--- src/rtl/gpr_file.sv ---
// 32-entry general-purpose register file: two combinational read ports, one write-back port,
// cleared by a post-reset sweep. Optional macro GPR_FILE_REG_BYPASS_EN adds write-to-read forwarding.
module gpr_file #(
  parameter int unsigned DATA_WIDTH = 32,
  parameter int unsigned ADDR_WIDTH = 5,
  parameter int unsigned NUM_REGS   = 32
) (
  input  logic                  clk,
  input  logic                  rst,
  input  logic                  reg_read_en_1,
  input  logic [ADDR_WIDTH-1:0] reg_addr_1,
  output logic [DATA_WIDTH-1:0] reg_data_1,
  input  logic                  reg_read_en_2,
  input  logic [ADDR_WIDTH-1:0] reg_addr_2,
  output logic [DATA_WIDTH-1:0] reg_data_2,
  input  logic                  write_reg_en,
  input  logic [ADDR_WIDTH-1:0] write_reg_addr,
  input  logic [DATA_WIDTH-1:0] write_reg_data,
  output logic                  init_done
);

  typedef enum logic [0:0] {StInit, StRun} state_e;

  state_e                state_q, state_d;
  logic [ADDR_WIDTH-1:0] sweep_ptr_q, sweep_ptr_d;
  logic                  init_done_q, init_done_d;
  logic [DATA_WIDTH-1:0] mem_q [NUM_REGS];

  logic                  sweep_last;
  logic                  wb_we;
  logic                  mem_we;
  logic [ADDR_WIDTH-1:0] mem_waddr;
  logic [DATA_WIDTH-1:0] mem_wdata;

  assign sweep_last = (sweep_ptr_q == ADDR_WIDTH'(NUM_REGS - 1));
  assign init_done  = init_done_q;

  always_ff @(posedge clk) begin
    if (rst) begin
      state_q     <= StInit;
      sweep_ptr_q <= '0;
      init_done_q <= 1'b0;
    end else begin
      state_q     <= state_d;
      sweep_ptr_q <= sweep_ptr_d;
      init_done_q <= init_done_d;
    end
  end

  always_comb begin
    state_d     = state_q;
    sweep_ptr_d = sweep_ptr_q;
    init_done_d = init_done_q;
    case (state_q)
      StInit: begin
        sweep_ptr_d = sweep_ptr_q + ADDR_WIDTH'(1);
        if (sweep_last) begin
          state_d     = StRun;
          init_done_d = 1'b1;
        end
      end
      StRun:   state_d = StRun;
      default: state_d = StInit;
    endcase
  end

  // Single write port shared by the sweep and write-back keeps the array RAM-mappable.
  always_comb begin
    wb_we     = (state_q == StRun) && !rst && write_reg_en && (write_reg_addr != '0);
    mem_we    = wb_we;
    mem_waddr = write_reg_addr;
    mem_wdata = write_reg_data;
    if (state_q == StInit) begin
      mem_we    = !rst;
      mem_waddr = sweep_ptr_q;
      mem_wdata = '0;
    end
  end

  always_ff @(posedge clk) begin
    if (mem_we) begin
      mem_q[mem_waddr] <= mem_wdata;
    end
  end

  always_comb begin
    reg_data_1 = mem_q[reg_addr_1];
    reg_data_2 = mem_q[reg_addr_2];
`ifdef GPR_FILE_REG_BYPASS_EN
    if (wb_we && (write_reg_addr == reg_addr_1)) reg_data_1 = write_reg_data;
    if (wb_we && (write_reg_addr == reg_addr_2)) reg_data_2 = write_reg_data;
`endif
    // Zeroing last so the $0/disable/reset rules override any forwarded value.
    if (rst || !reg_read_en_1 || (reg_addr_1 == '0) || (state_q == StInit)) reg_data_1 = '0;
    if (rst || !reg_read_en_2 || (reg_addr_2 == '0) || (state_q == StInit)) reg_data_2 = '0;
  end

endmodule

--- config.mk ---
export PLATFORM = sky130hd
export DESIGN_NAME = gpr_file
export DESIGN_NICKNAME = d
export VERILOG_FILES = /design/src/rtl/gpr_file.sv
export SDC_FILE = /design/constraint.sdc
export NUM_CORES = 1
export LEC_CHECK = 0
export CAP_MARGIN = 20
export CORE_UTILIZATION = 56
export CTS_CLUSTER_DIAMETER = 100
export DETAILED_ROUTE_END_ITERATION = 12
export GPL_TIMING_DRIVEN = 0
export PLACE_DENSITY_LB_ADDON = 0.15
export SLEW_MARGIN = 10
export SYNTH_ARGS = -nofsm -noshare
export SYNTH_HDL_FRONTEND = slang
export SYNTH_SLANG_ARGS = --single-unit
--- constraint.sdc ---
create_clock -name clk -period 3.27 [get_ports clk]
set_input_delay 0.8175 -clock clk [delete_from_list [all_inputs] [get_ports clk]]
set_output_delay 0.8175 -clock clk [all_outputs]
set_load 0.02 [all_outputs]
# Word-level counts from Yosys, hierarchy flattened
# Memories as Yosys holds them, arrays and structs flattened.
# Index checks and enable logic that the tools add are counted.
[op_classes]
reduce_logical = 16
n_bitwise = 1
order_cmp = 0
shift = 0
eq_ne = 1
n_div = 0
multipliers = 0
add_sub_neg = 1
n_mux = 9
[op_table]
columns = ["operator", "n"]
rows = [
  ["32-bit 2-to-1 mux", 3],
  ["5-bit logical NOT", 2],
  ["1-bit logical OR", 6],
  ["5-bit by 1-bit adder with 5-bit output, second input constant", 1],
  ["5-bit == test, second input constant", 1],
  ["5-bit 2-to-1 mux", 1],
  ["5-bit nonzero test", 1],
  ["1-bit 2-to-1 mux", 4],
  ["1-bit logical AND", 3],
  ["1-bit logical NOT", 3],
  ["1-bit case mux with 2 select lines", 1],
  ["2-bit AND reduction", 1],
  ["1-bit inverter", 1],
]
[word_totals]
output_inout_bits = 65
memories = 1
ram_bits = 1024
word_cells = 32
mem_bits_ro = 0
latch_bits = 0
ff_bits = 7
[mem_list]
columns = ["name", "depth", "word_bits", "read_ports", "rd_ports_with_merged_regs", "wr", "line_no", "source"]
rows = [
  ["mem_q", 32, 32, 2, 0, 1, "27", "logic [DATA_WIDTH-1:0] mem_q [NUM_REGS];"],
]

# Depth between registers and ports, before layout
[depth]
word_depth = 7
mapped_depth = 8
ltp_nobuf = 5

# Worst setup path before layout
# No wires, ideal clock.
[synth_timing]
path_type = "input to register"
start = "input port write_reg_addr[3]"
end = "memory mem_q[4][0] (enable)"
cell_stages = 4
arrival_time_ns = 2.923
setup_slack_ns = -0.074
t_required_ns = 2.849
cell_sequence = "or3b_2 a21oi_1 nand2_1 nor2_1"
[synth_between]
elab_chain_len = 5
word_cells_on_any_way = 6
[synth_rtl]
columns = ["item", "line_no", "source"]
rows = [
  ["from (decl)", "17", "input logic [ADDR_WIDTH-1:0] write_reg_addr,"],
  ["5-bit nonzero test", "69", "wb_we = (state_q == StRun) && !rst && write_reg_en && (write_reg_addr != '0);"],
  ["1-bit logical AND", "69", ""],
  ["1-bit 2-to-1 mux", "73", "if (state_q == StInit) begin"],
  ["1-bit 2-to-1 mux", "81", "if (mem_we) begin"],
  ["1-bit 2-to-1 mux (implied by the code)", "82", "mem_q[mem_waddr] <= mem_wdata;"],
  ["to (decl)", "27", ""],
]
# Parallel ways exist; a longest one is shown, timed or not.

# Worst setup path in the final report
[layout_timing]
start = "register state_q"
end = "output port reg_data_1[17]"
[layout_between]
elab_chain_len = 3
[layout_rtl]
columns = ["item", "line_no", "source"]
rows = [
  ["from (decl)", "24", "state_e state_q, state_d;"],
  ["from (signal assigned)", "40", "state_q <= StInit;"],
  ["from (signal assigned)", "44", "state_q <= state_d;"],
  ["1-bit inverter (no line)", "--", ""],
  ["1-bit logical OR", "94", "if (rst || !reg_read_en_1 || (reg_addr_1 == '0) || (state_q == StInit)) reg_data_1 = '0;"],
  ["32-bit 2-to-1 mux", "94", ""],
  ["to (decl)", "12", "output logic [DATA_WIDTH-1:0] reg_data_1,"],
]
# Every way passes these cells.

==> impl_results.md <==
- CORE AREA: 85700 sq um
- FF-to-FF End: mem_q[19][8]$_DFFE_PP_
- Critical Path Most Common Cell: buf_6
- Worst Skew: 0.0206 ns
- Insertion delay to the later sink of the worst-skew pair: 0.70 ns
- Initial core utilization: 56.9%
- Fin crit share: 112%
- Clock Path Buffers: 3
- Root Buffer: clkbuf_16
- Post-synth top area share: 63.0%
- Dpl cell area: 52700 sq um
- Worst Hold Class: reg -> reg
- Top Family by Delay on Critical Path: compound AO/OA/AOI/OAI gates
- Htree depth: 3
- Seq pwr share: 48.1%
- Worst-path cell with the longest stage delay: dfxtp_4
- Clock transition at path regs: 0.07 ns
- Final hold viol count: 0
- Flop2flop setup slack: 0.07 ns
- Initial DRC count: 5575
- Top area cells in the synthesized netlist: edfxtp_1 (63%), mux4_2 (17%), mux2_2 (6.3%)
- Area grow syn2layout: 28.9%
- I/O Buffers: 110
- Post-synthesis cell count: 2735
- Hold path start: init_done$_SDFFE_PP0P_
- Setup tns final: -19.37 ns
- Area leader, netlist: edfxtp_1
- YS warnings: 0
- Avg Cell Area, Syn: 17.8 sq um
- Power Internal: 22.9 mW
- Hold_buf cts: 0
- CP Data Required Time: 2.45 ns
- Vias/cell: 7.55
- Total GRT Usage: 42.4%
- Initial antenna violation count: 4
- Post-DR wirelength/cell: 42.9 um
- Async SR Flop Fraction: 0%
- Synthesized flop and latch total: 1031
- Buf/Inv on CP: 4
- Pre-antenna DRT Iters: 6
- DRC viols: 0
- Worst-Margin Slew: 1.19 ns
- Crit path largest cell delay: 0.42 ns
- Synthesized net count: 2789
- Max-Cap Viols: 0
- Via count: 33477
- Final net count: 3248
- Max Slew Vio Count: 0
- Number of global-route vias before repair: 32662
- Count leader, synth: edfxtp_1
- Violated checks: negative setup slack
- FF-to-FF path depth: 7
- Die width: 297 um
- Post-Layout Inst Area: 62900 sq um
- Final setup violation count: 64
- Post-route ant nets: 0
- Crit Path Category: reg -> out
- Min-Delay Endpoint: init_done$_SDFFE_PP0P_
- Setup ws final: -0.404 ns
- Clock Sinks: 1031
- Sequential cell area fraction in the yosys report: 63.3%
- First-pass GRT wire length: 256000 um
- Cell Pwr Density: 478 nW/um^2
- IO Count: 117
- Switching part of the total: 23.8%
- Clock tree from TritonCTS: yes
- RR Startpoint: state_q$_SDFF_PP0_
- GRT overflow: 0
- Final WL: 190000 um
- Hold depth: 2
- Largest net degree at the start of global routing: 33
- Worst-path cell chain: and3b_2, buf_6, o311ai_4, buf_6, clkbuf_16, o221ai_4, o31a_1, buf_6
- Min Tclk post-route: 3.67 ns
- P_sw: 7.16 mW
- Worst Path Arrival: 2.86 ns
- Pleak: 20.2 nW
- Status: finished, violations left
- Top cells by instance count after synthesis: edfxtp_1 (1024), mux4_2 (359), mux2_2 (275)
- Clock Power Share: 41.1%
- Relative slew margins: 20.6%
- TritonCTS Buffers: 107
- Peak Freq: 0.272 GHz
- Layout cell share with drive strength beyond 1: 49.0%
- Comb pwr share: 10.8%
- Crit-path max FO: 6
- Post-DP HPWL: 126000 um
- Peak supply drop: 422 uV
- Critical path startpoint category: register
- RSZ-0062 raised after global routing: yes
- Worst setup EP type: output pin
- Die area: 88300 sq um
- Top FF cell, synth: edfxtp_1
- Post-synth EDFFs: 1024
- Post-Syn Area: 48800 sq um
- Die height: 297 um
- Cell row count: 107
- GP Congestion: 1.00
- Synth unique cells: 47
-- how the worst max path moves through the flow --
stage,from,to,slack [ns],depth (start not counted)
floorplan,write_reg_addr[3],mem_q[4][0]$_DFFE_PP_,-0.07,4
global placement,reg_addr_2[2],reg_data_2[14],-2.86,9
detailed placement,reg_addr_2[2],reg_data_2[14],-2.84,9
CTS,reg_addr_2[0],reg_data_2[26],-0.30,8
global route,reg_addr_2[0],reg_data_2[19],-0.39,8
finish,state_q$_SDFF_PP0_,reg_data_1[17],-0.40,8
-- area by class of cell --
cell class	instances	area, sq um
Sequential cell	1031	30900
Fill cell	4879	22800
Multi-Input combinational cell	1474	19300
Timing Repair Buffer	355	4620
Buffer	216	3100
Clock buffer	128	2800
Tap cell	1144	1430
Clock inverter	72	687
Inverter	9	51.3
Antenna cell	3	7.51
-- worst reg2reg max path, stage by stage, from the launching register on --
cell      delay (ns)
dfxtp_4         0.42
clkbuf_1        0.37
clkbuf_1        0.43
nand3b_1        0.14
a21oi_1         0.25
nand2_1         0.32
nor2_4          0.64
buf_12          0.29
-- routing by layer --
layer	global-route usage (%)	vias up	routed length, um
li1	-	12511	-
met1	53.9	17013	62100
met3	15.0	716	29400
met2	61.2	3237	82300
met5	0	-	0
met4	29.8	0	16400
-- sequential cells by signal (all words and copies together) (netlist names) --
register     cells
sweep_ptr_q      5
mem_q         1024
state_q          1
init_done        1
-- placed cells by master (no fill, tap or decap), drive strengths merged, types with 32 or more instances in the layout --
| cell | synthesis | layout |
|---|---|---|
| nor2 | 112 | 112 |
| clkdlybuf4s50 | 0 | 39 |
| o22ai | 154 | 154 |
| mux4 | 359 | 359 |
| and2 | 37 | 37 |
| nand2 | 59 | 59 |
| o32a | 32 | 32 |
| nor2b | 35 | 35 |
| buf | 127 | 435 |
| a211oi | 32 | 32 |
| o221ai | 35 | 35 |
| clkinv | 1 | 53 |
| edfxtp | 1024 | 1024 |
| o21ai | 42 | 42 |
| mux2 | 275 | 275 |
| clkbuf | 94 | 219 |
| mux2i | 125 | 125 |
| nor3 | 59 | 59 |
-- timing repair --
item / CTS / global route
hold endpoints to repair: 0 / 0
gates cloned: 19 / 4
resized for setup: 1298 / 139
buffers inserted: 78 / 87
pin swaps: 66 / 63
setup endpoints to repair: 310 / 397
-- metrics by stage --
| stage | hold slack [ns] | setup WS [ns] | total power, mW | cells | utilization [%] |
|---|---|---|---|---|---|
| detailed placement | 0.467 | -2.84 | 17.0 | 4048 | 61.5 |
| global placement | 0.469 | -2.86 | 16.9 | 3989 | 59.9 |
| floorplan | 0.520 | -0.0742 | 16.0 | 2735 | - |
| global route | 0.513 | -0.391 | 30.5 | 4430 | 73.4 |
| finish | 0.492 | -0.404 | 30.1 | 4432 | 73.4 |
| CTS | 0.494 | -0.296 | 29.7 | 4342 | 71.7 |
-- cells by family (layout without fill, tap and decap cells) --
logic type / count (synthesis) / in the layout / share of synthesized area (%)
flops: 1031 / 1031 / 63.3
mux: 759 / 759 / 25.5
compound gates: 380 / 380 / 5.48
simple gates: 330 / 330 / 3.23
buf+inv: 230 / 780 / 2.39
xor+xnor: 3 / 3 / 0.0539
fa+ha+maj: 2 / 2 / 0.0513
other cells: 0 / 3 / 0
-- power by group through the flow --
stage          Sequential (mW)  Combinational (mW)  Clock (mW)
2_1_floorplan             14.7                1.33           0
3_3_place_gp              14.7                2.19           0
3_5_place_dp              14.7                2.28           0
4_1_cts                   14.4                3.03        12.3
5_1_grt                   14.4                3.26        12.8
6_report                  14.4                3.25        12.4
Note: power is estimated with default switching activity, not from simulation.
==> variant (same settings) <==
Add a define of `GPR_FILE_REG_BYPASS_EN`.
--- a/src/rtl/gpr_file.sv
+++ b/src/rtl/gpr_file.sv
@@ -1,5 +1,7 @@
 // 32-entry general-purpose register file: two combinational read ports, one write-back port,
 // cleared by a post-reset sweep. Optional macro GPR_FILE_REG_BYPASS_EN adds write-to-read forwarding.
+`define GPR_FILE_REG_BYPASS_EN
+
 module gpr_file #(
   parameter int unsigned DATA_WIDTH = 32,
   parameter int unsigned ADDR_WIDTH = 5,
Behaviour: no difference found for any inputs over 4 cycles, from zero or initial values and one cycle with rst high; that may be too few to reach the edited logic, so the function may still have changed.
==> variant against the original RTL <==
The run still ends with setup timing left. Total power fell by 1.4%. Sequential cell count did not move. Area after synthesis fell by 0.94%. Final area fell by 1.8%. Via count fell by 1.9%. Worst setup slack got worse by 0.18 ns. Worst hold slack improved by 0.0080 ns. Clock skew fell by 0.0036 ns. Routed wire length fell by 11%.
==> variant: results (changes against the original RTL) <==
synthAdderAreaFrac_pct: 0.0518  # +0.00049 points
grt_pass1_vias: 32493  # -0.52%
grt_usage_pct: 38.6  # -3.9 points
drive_gt1_share_pct: 43.7  # -5.4 points
swShare_pct: 23.7  # -0.14 points
inverters: 5  # -4
antenna_cells: 1  # -2
yosysSeqAreaShare_pct: 63.9  # +0.60 points
synth-compound-area-share_pct: 7.84  # +2.4 points
finalInstanceArea_sq_um: 61700  # -1.8%
place_area_sq_um: 52000  # -1.3%
tns_ns: -26.99  # -7.62 ns
seq_area_share_pct: 50.0  # +0.88 points
io_buffers: 112  # +1.8%
gp_congestion: 0.940  # -6.1%
nonClkBufAreaFrac_pct: 11.2  # -1.0 points
peakVddDrop_mv: 0.511  # +21%
grt_pass1_wl_mm: 234  # -8.5%
dp_hpwl_mm: 110  # -13%
multi_input_area_share_pct: 30.8  # +0.14 points
status: "finished with violations"
slowest_stage: "o211ai_1"
synth-xor-area-share_pct: 0.217  # +0.16 points
layout_setup_ws_ns: -0.589  # -0.185 ns
antenna_found_initial: 4  # unchanged
critPathMaxStageDelay_ns: 0.68  # +0.26 ns
yosys-top-cells-area: "edfxtp_1 (64%), mux4_2 (18%), mux2i_1 (5.4%)"
drt_iter0_markers: 4849  # -13%
synthCells: 2694  # -1.5%
synth_commonest_cells: "edfxtp_1 (1024), mux4_2 (384), mux2i_1 (259)"
cts_resized: 1303  # +0.39%
crit_arrival_ns: 3.04  # +0.18 ns
synth_mux_area_share_pct: 23.3  # -2.2 points
drtPass1Iterations: 8  # +2
pre_cts_ws_ns: -2.93  # -0.0857 ns
via_per_inst: 7.58  # +0.38%
clkCellAreaFrac_pct: 5.57  # +0.023 points
nets: 3155  # -2.9%
comb_power_mw: 3.07  # -6%
setup_viol: 64  # unchanged
n_fill_cell: 4927  # +0.98%
finClkSkew_ns: 0.0170  # -0.00360 ns
signal_buffers: 521  # -8.8%
netlist-cell-type-count: 41  # -13%
dpl.cell_count: 3986  # -1.5%
slew_headroom_pct: 21.5  # +0.96 points
routed_wl_mm: 170  # -11%
p_int_mw: 22.6  # -1.2%
violations: "setup timing"
cts_made_buffers: 106  # -0.93%
wl_per_cell_um: 39.2  # -8.7%
cts_setup_buffers: 63  # -19%
die_width_um: 296  # -0.47%
-- variant: cell types whose count changed in the layout (fill, tap and decap cells not counted), moves of 31 or more --
cell	before	now
o22ai_2	35	0
a221oi_2	0	85
o211ai_1	0	33
a22oi_1	0	82
mux2i_1	49	240
a22oi_2	2	110
buf_6	100	69
mux2i_4	64	2
mux2_2	275	1
o22ai_1	114	1
nor3_1	49	1
-- variant: final timing paths --
path / depth (start not counted) / start / endpoint / slack, ns
setup / recovery: 9 / reg_addr_1[0] / reg_data_1[0] / -0.59
hold / removal: 2 / init_done / init_done / 0.50
setup reg to reg: 5 / state_q / mem_q[24][11] / 0.04
hold reg to reg: 2 / init_done / init_done / 0.50
-- variant: routing by layer --
layer	vias up	GRT usage, %	part of all wire, %
li1	12438	-	-
met1	16887	51.3	35
met2	2953	57.3	45
met3	563	12.4	14
met4	6	19.9	6.2
met5	-	0	0.050
